[src/rtl/sccb_pkg.sv]
// rtl/sccb_pkg.sv - shared state encoding and constants for the SCCB target
package sccb_pkg;

    typedef enum logic [3:0] {
        IDLE,
        ADDR,
        ADDR_ACK,
        SUB,
        SUB_ACK,
        WR_DATA,
        WR_ACK,
        RD_DATA,
        RD_ACK,
        IGNORE
    } state_e;

    localparam logic       RW_WRITE     = 1'b0;
    localparam logic       RW_READ      = 1'b1;
    localparam logic [6:0] DEF_DEV_ADDR = 7'h21;

endpackage

[src/rtl/sccb_line_cond.sv]
// rtl/sccb_line_cond.sv - SCL/SDA synchronizers with edge, START and STOP strobes
module sccb_line_cond (
    input  logic clk_i,
    input  logic rst_ni,
    input  logic scl_i,
    input  logic sda_i,
    output logic sda_o,
    output logic scl_rise_o,
    output logic scl_fall_o,
    output logic start_o,
    output logic stop_o
);

    // [0],[1] form the synchronizer, [2] is the previous synced value.
    // Reset to the idle-bus level so release of reset produces no strobes.
    logic [2:0] scl_q;
    logic [2:0] sda_q;

    always_ff @(posedge clk_i or negedge rst_ni) begin
        if (!rst_ni) begin
            scl_q <= 3'b111;
            sda_q <= 3'b111;
        end else begin
            scl_q <= {scl_q[1:0], scl_i};
            sda_q <= {sda_q[1:0], sda_i};
        end
    end

    assign sda_o      = sda_q[1];
    assign scl_rise_o = scl_q[1] & ~scl_q[2];
    assign scl_fall_o = ~scl_q[1] & scl_q[2];
    assign start_o    = scl_q[1] & scl_q[2] & sda_q[2] & ~sda_q[1];
    assign stop_o     = scl_q[1] & scl_q[2] & ~sda_q[2] & sda_q[1];

endmodule

[src/rtl/sccb_target.sv]
// rtl/sccb_target.sv - SCCB/I2C target responder with a 256x8 register file
module sccb_target
    import sccb_pkg::*;
#(
    parameter logic [6:0] DEV_ADDR = DEF_DEV_ADDR,
    parameter bit         AUTO_INC = 1'b1
) (
    input  logic       Clk,
    input  logic       reset_n,
    input  logic       scl,
    input  logic       sda_i,
    output logic       sda_oe,
    output logic       wr_valid,
    output logic [7:0] wr_addr,
    output logic [7:0] wr_data,
    output logic       busy,
    input  logic [7:0] dbg_addr,
    output logic [7:0] dbg_data
);

    localparam logic [7:0] PTR_STEP = {7'd0, AUTO_INC};

    logic sda_s, scl_rise, scl_fall, start_det, stop_det;

    sccb_line_cond u_line_cond (
        .clk_i      (Clk),
        .rst_ni     (reset_n),
        .scl_i      (scl),
        .sda_i      (sda_i),
        .sda_o      (sda_s),
        .scl_rise_o (scl_rise),
        .scl_fall_o (scl_fall),
        .start_o    (start_det),
        .stop_o     (stop_det)
    );

    state_e     state_q;
    logic [2:0] cnt_q;
    logic [7:0] shreg_q;
    logic [7:0] ptr_q;
    logic       rw_q;
    logic       sda_oe_q;
    logic       wr_valid_q;
    logic [7:0] wr_addr_q;
    logic [7:0] wr_data_q;
    logic       busy_q;
    logic [7:0] regfile_q [256];

    logic [7:0] rx_byte;
    logic [7:0] rd_byte;

    assign rx_byte = {shreg_q[6:0], sda_s};
    assign rd_byte = regfile_q[ptr_q];

    // In ACK states cnt_q is a phase flag: 0 = waiting for the fall that
    // starts the ACK slot, 1 = waiting for the fall that ends it.
    always_ff @(posedge Clk or negedge reset_n) begin
        if (!reset_n) begin
            state_q    <= IDLE;
            cnt_q      <= 3'd0;
            shreg_q    <= 8'h00;
            ptr_q      <= 8'h00;
            rw_q       <= RW_WRITE;
            sda_oe_q   <= 1'b0;
            wr_valid_q <= 1'b0;
            wr_addr_q  <= 8'h00;
            wr_data_q  <= 8'h00;
            busy_q     <= 1'b0;
            for (int i = 0; i < 256; i++) regfile_q[i] <= 8'h00;
        end else begin
            wr_valid_q <= 1'b0;
            if (stop_det) begin
                state_q  <= IDLE;
                busy_q   <= 1'b0;
                sda_oe_q <= 1'b0;
                cnt_q    <= 3'd0;
            end else if (start_det) begin
                state_q <= ADDR;
                cnt_q   <= 3'd0;
            end else begin
                case (state_q)
                    ADDR: begin
                        if (scl_rise) begin
                            shreg_q <= rx_byte;
                            cnt_q   <= cnt_q + 3'd1;
                            if (cnt_q == 3'd7) begin
                                if (rx_byte[7:1] == DEV_ADDR) begin
                                    state_q <= ADDR_ACK;
                                    busy_q  <= 1'b1;
                                    rw_q    <= rx_byte[0];
                                end else begin
                                    state_q <= IGNORE;
                                end
                            end
                        end else if (scl_fall) begin
                            sda_oe_q <= 1'b0;
                        end
                    end
                    ADDR_ACK, SUB_ACK, WR_ACK: begin
                        if (scl_fall) begin
                            if (cnt_q == 3'd0) begin
                                sda_oe_q <= 1'b1;
                                cnt_q    <= 3'd1;
                            end else begin
                                sda_oe_q <= 1'b0;
                                cnt_q    <= 3'd0;
                                if (state_q == ADDR_ACK && rw_q == RW_READ) begin
                                    state_q  <= RD_DATA;
                                    sda_oe_q <= ~rd_byte[7];
                                    shreg_q  <= {rd_byte[6:0], 1'b0};
                                end else if (state_q == ADDR_ACK) begin
                                    state_q <= SUB;
                                end else if (state_q == SUB_ACK) begin
                                    state_q <= WR_DATA;
                                end else begin
                                    state_q <= WR_DATA;
                                    ptr_q   <= ptr_q + PTR_STEP;
                                end
                            end
                        end
                    end
                    SUB, WR_DATA: begin
                        if (scl_rise) begin
                            shreg_q <= rx_byte;
                            cnt_q   <= cnt_q + 3'd1;
                            if (cnt_q == 3'd7 && state_q == SUB) begin
                                ptr_q   <= rx_byte;
                                state_q <= SUB_ACK;
                            end else if (cnt_q == 3'd7) begin
                                regfile_q[ptr_q] <= rx_byte;
                                wr_valid_q       <= 1'b1;
                                wr_addr_q        <= ptr_q;
                                wr_data_q        <= rx_byte;
                                state_q          <= WR_ACK;
                            end
                        end
                    end
                    RD_DATA: begin
                        if (scl_fall) begin
                            if (cnt_q == 3'd7) begin
                                sda_oe_q <= 1'b0;
                                cnt_q    <= 3'd0;
                                state_q  <= RD_ACK;
                            end else begin
                                sda_oe_q <= ~shreg_q[7];
                                shreg_q  <= {shreg_q[6:0], 1'b0};
                                cnt_q    <= cnt_q + 3'd1;
                            end
                        end
                    end
                    RD_ACK: begin
                        // Next byte is fetched at the fall ending the ACK slot
                        // so SDA only moves while SCL is low.
                        if (scl_rise) begin
                            if (sda_s) begin
                                state_q <= IGNORE;
                            end else begin
                                ptr_q <= ptr_q + PTR_STEP;
                                cnt_q <= 3'd1;
                            end
                        end else if (scl_fall && cnt_q == 3'd1) begin
                            state_q  <= RD_DATA;
                            cnt_q    <= 3'd0;
                            sda_oe_q <= ~rd_byte[7];
                            shreg_q  <= {rd_byte[6:0], 1'b0};
                        end
                    end
                    default: ;
                endcase
            end
        end
    end

    assign sda_oe   = sda_oe_q;
    assign wr_valid = wr_valid_q;
    assign wr_addr  = wr_addr_q;
    assign wr_data  = wr_data_q;
    assign busy     = busy_q;
    assign dbg_data = regfile_q[dbg_addr];

endmodule

[config.mk]
export PLATFORM = sky130hd
export DESIGN_NAME = sccb_target
export DESIGN_NICKNAME = d
export VERILOG_FILES = /design/src/rtl/sccb_pkg.sv /design/src/rtl/sccb_line_cond.sv /design/src/rtl/sccb_target.sv
export SDC_FILE = /design/constraint.sdc
export NUM_CORES = 2
export LEC_CHECK = 0
export CORE_ASPECT_RATIO = 0.75
export CORE_MARGIN = 4
export CORE_UTILIZATION = 42
export DETAILED_ROUTE_END_ITERATION = 10
export PLACE_DENSITY_LB_ADDON = 0.2
export SYNTH_ARGS = -nofsm -noshare
export SYNTH_HDL_FRONTEND = slang
export SYNTH_HIERARCHICAL = 1
export SYNTH_SLANG_ARGS = --single-unit
[constraint.sdc]
create_clock -name Clk -period 7.5 [get_ports Clk]
set_input_delay 2.25 -clock Clk [delete_from_list [all_inputs] [get_ports Clk]]
set_output_delay 2.25 -clock Clk [all_outputs]
set_load 0.02 [all_outputs]
==> run summary <==
### Outcome
* run status: complete, but fails checks
* failing checks: slew limit, setup timing

### Timing
* hold slack final: 0.357 ns
* final hold viol count: 0
* setup total negative slack: -1.30 ns
* count of final max-slew check failures: 102
* period utilisation layout: 103%
* total setup violations reported at the end of the flow: 8
* tightest slew margin relative to the limit: -20.7%
* Worst Skew: 0.0719 ns
* smallest setup slack after layout: -0.233 ns
* maximum operating frequency: 129 MHz
* post-layout min period: 7.73 ns
* setup repair after global routing missed its margin: yes
* pin slew with the least headroom to its limit: 1.81 ns

### Yosys
* Most used DFF post-synth: sky130_fd_sc_hd__dfrtp_1
* Synthesis Warnings: 6
* Distinct cells, synth: 67
* Synth area leaders: sky130_fd_sc_hd__dfrtp_1, sky130_fd_sc_hd__mux4_2, sky130_fd_sc_hd__mux2_2
* EDFF count, synth: 0
* leading cell type by number of instances after synthesis: sky130_fd_sc_hd__dfrtp_1
* synthesis-stage register bit count: 2097
* most common library cells after synthesis: sky130_fd_sc_hd__dfrtp_1, sky130_fd_sc_hd__mux2_2, sky130_fd_sc_hd__mux4_2
* fraction of registers with async set/reset: 100%
* post-synth top area cell: sky130_fd_sc_hd__dfrtp_1
* Mapped Cells: 7530
* post-synthesis instance area: 111000 um^2
* post-synth top area share: 47.1%
* syn nets: 7550
* Avg Cell Area, Syn: 14.8 um^2
* sequential element share of the synthesized area: 47.2%

### Floorplanning
* Core Area: 263000 um^2
* floorplan die width: 602 um
* top-level I/O count: 39
* die footprint: 273000 um^2
* chip height: 453 um
* Row Count: 163
* initial core utilization: 42.2%

### Placement
* number of placed instances with taps included: 10.7k
* Final Wtd Congestion: 0.940
* detailed-placement wirelength estimate: 266000 um
* count of port buffers added during placement: 38

### Worst setup path
* launching element type of the critical path: input port
* data arrival at the endpoint of the critical path: 5.48 ns
* cell family contributing the most delay on the critical path: buffers and inverters
* setup slack on the worst flop-to-flop path: 1.14 ns
* slowest library cell on the worst path: sky130_fd_sc_hd__mux4_2
* kind of end point of the critical path: primary output
* Worst Path Buf+Inv: 8
* max incr delay on CP: 0.52 ns
* worst r2r dst: regfile_q[146]$_DFFE_PN0P_
* depth of the worst register-to-register path: 9
* worst endpoint required time: 5.25 ns
* Setup Crit Path Kind: input port to primary output
* Worst path most repeated cell: sky130_fd_sc_hd__buf_4
* critical-path maximum fanout: 8
* worst reg2reg path startpoint: u_line_cond/sda_q[1]$_DFF_PN1_
* CP cell instances: buf_16 -> buf_16 -> buf_4 -> buf_16 -> buf_4 -> mux4_2 -> mux4_2 -> a22oi_2 -> buf_4 -> a21oi_4 -> or4_4 -> buf_4 -> buf_4

### Layout
* fin cells: 11.2k
* layout filler cell count: 22.5k
* number of nets in the finished design: 7576
* share of layout cells above drive strength 1: 50.3%
* Area Overhead vs Synth: 13.8%

### Min path
* worst hold path type: flip-flop to flip-flop
* number of cells traversed by the worst hold path: 0
* hold wc startpoint: u_line_cond/scl_q[0]$_DFF_PN1_
* worst min-delay path endpoint: u_line_cond/scl_q[1]$_DFF_PN1_

### Pwr
* power consumption: 32800 uW
* relative contribution of the clock network to total power: 36.9%
* switching share of power: 36.2%
* total internal power: 20900 uW
* sequential share of power: 36.7%
* reported leakage power: 0.0562 uW
* maximum vdd drop: 0.000484 V
* switching power: 11900 uW
* share of total power in combinational logic: 26.4%
* pwr dens: 259 nW/um^2

### CTS
* CTS buffer count: 224
* count of clock tree sinks: 2097
* clock slew seen by the registers of the worst setup and hold paths: 0.06 ns
* number of buffers on the longest clock path: 4
* clock tree from TritonCTS: built
* Root Buffer: sky130_fd_sc_hd__clkbuf_16
* CTS H-Tree Depth: 4
* hold-fix buffers at CTS: 0
* worst-skew pair later-pin latency: 0.93 ns

### GRT
* largest net degree at the start of global routing: 206
* All-Layer GR Usage: 29.3%
* initial antenna violation count: 10
* via count of the first global-routing pass: 74.3k
* gr ovfl total: 0
* first-pass GRT wire length: 579000 um

### Drt
* remaining antenna violation count: 0
* length of the first detailed-routing pass in iterations: 6
* First DRT Iteration DRCs: 9265
* average detailed-routed wire length per instance: 36.1 um
* vias per cell: 6.66
* count of unresolved DRC violations after routing: 0
* via count: 74.7k
* Total Wirelength: 404000 um

### Flow run
* max-cap viol count: 0

-- flip-flops by register name, indices dropped and copies added, names as in the netlist --
name,cells
busy,1
regfile_q,2048
u_line_cond/scl_q,3
shreg_q,8
state_q,4
ptr_q,8
sda_oe,1
u_line_cond/sda_q,3
wr_valid,1
cnt_q,3
wr_data,8
rw_q,1
wr_addr,8
-- through the flow --
stage	worst slack [ns]	util (%)	cell area [um^2]
6_report	-0.233	48.1	126000
5_1_grt	-0.226	48.1	126000
4_1_cts	-0.149	47.9	126000
3_5_place_dp	-0.913	44.4	117000
3_3_place_gp	-0.953	44.4	117000
2_1_floorplan	0.482	-	111000
-- layout by cell type (no fill, tap or decap), drive strengths merged, types with 12 or more instances in the layout --
| master | instances |
|---|---|
| diode | 12 |
| and2 | 16 |
| and3 | 12 |
| inv | 14 |
| buf | 407 |
| clkbuf | 320 |
| a21oi | 89 |
| o21ai | 336 |
| a31oi | 20 |
| o22ai | 33 |
| nor2 | 188 |
| a221oi | 15 |
| dfrtp | 2091 |
| a22oi | 134 |
| a32oi | 17 |
| clkdlybuf4s50 | 25 |
| a211oi | 18 |
| mux4 | 1131 |
| nand4 | 18 |
| nor3 | 20 |
| a22o | 13 |
| bufinv | 35 |
| mux2i | 130 |
| nand2b | 14 |
| clkinv | 45 |
| nand3 | 34 |
| nor2b | 31 |
| nand2 | 649 |
| mux2 | 1762 |
-- worst reg2reg max path, stage by stage, from the launching register on --
cell and delay (ns):
sky130_fd_sc_hd__dfstp_4 0.95, sky130_fd_sc_hd__and4b_1 0.39, sky130_fd_sc_hd__nor2_1 0.49, sky130_fd_sc_hd__and3_1 0.27
sky130_fd_sc_hd__nand3_2 0.07, sky130_fd_sc_hd__buf_4 0.30, sky130_fd_sc_hd__inv_1 0.88, sky130_fd_sc_hd__nand3_2 1.16
sky130_fd_sc_hd__nor2_1 1.29, sky130_fd_sc_hd__mux2_2 0.43
-- layout make-up --
class                      instances  area [um^2]  share of cell area [%]
multi-input combinational       4783        56500                    44.7
sequential                      2097        52500                    41.5
clock buffer                     317         6480                    5.12
timing repair buffer             438         5180                    4.10
tap                             3465         4340                    3.43
clock inverter                    87         1390                    1.10
inverter                          12         61.3                  0.0485
antenna                           12         30.0                  0.0237
-- repair_timing --
item / in CTS / in global routing
endpoints found under the setup margin: 8 / 8
buffers inserted: 25 / 38
cloned: 15 / 2
pin swaps: 23 / 16
gates resized for setup: 138 / 37
-- worst max path at each step --
| stage | start | endpoint | slack, ns | cells after the start |
|---|---|---|---|---|
| floorplan | dbg_addr[1] | dbg_data[0] | 0.48 | 8 |
| global placement | dbg_addr[0] | dbg_data[5] | -0.95 | 11 |
| detailed placement | dbg_addr[0] | dbg_data[5] | -0.91 | 11 |
| CTS | dbg_addr[0] | dbg_data[3] | -0.15 | 11 |
| global route | dbg_addr[0] | dbg_data[5] | -0.23 | 10 |
| finish | dbg_addr[0] | dbg_data[3] | -0.23 | 13 |
-- routing by layer --
| layer | track usage, % | part of all wire (%) |
|---|---|---|
| met4 | 10.6 | 4.2 |
| met1 | 42.9 | 43 |
| met5 | 0 | 0.0087 |
| met2 | 41.3 | 42 |
| met3 | 8.74 | 11 |
-- kinds of logic (layout without fill, tap and decap cells) --
logic type	count (synthesis)	count (layout)	synth area share [%]
other	0	12	0
muxes	3023	3023	41.9
buffers and inverters	650	854	2.47
and+or+nand+nor	1023	1023	4.26
xor gates and xnor gates	2	2	0.0158
AOI/OAI and AO/OA	727	727	4.00
adders and majority gates	8	8	0.0901
DFF	2097	2097	47.2
-- power groups by stage --
stage / Combinational [uW] / Clock (uW) / Sequential, uW
after floorplan: 5000 / 0 / 11600
after global placement: 8370 / 0 / 12200
after detailed placement: 8400 / 0 / 12200
after CTS: 8480 / 12300 / 12000
after global routing: 8880 / 12700 / 12000
final: 8640 / 12100 / 12000
Note: power is estimated with default switching activity, not from simulation.
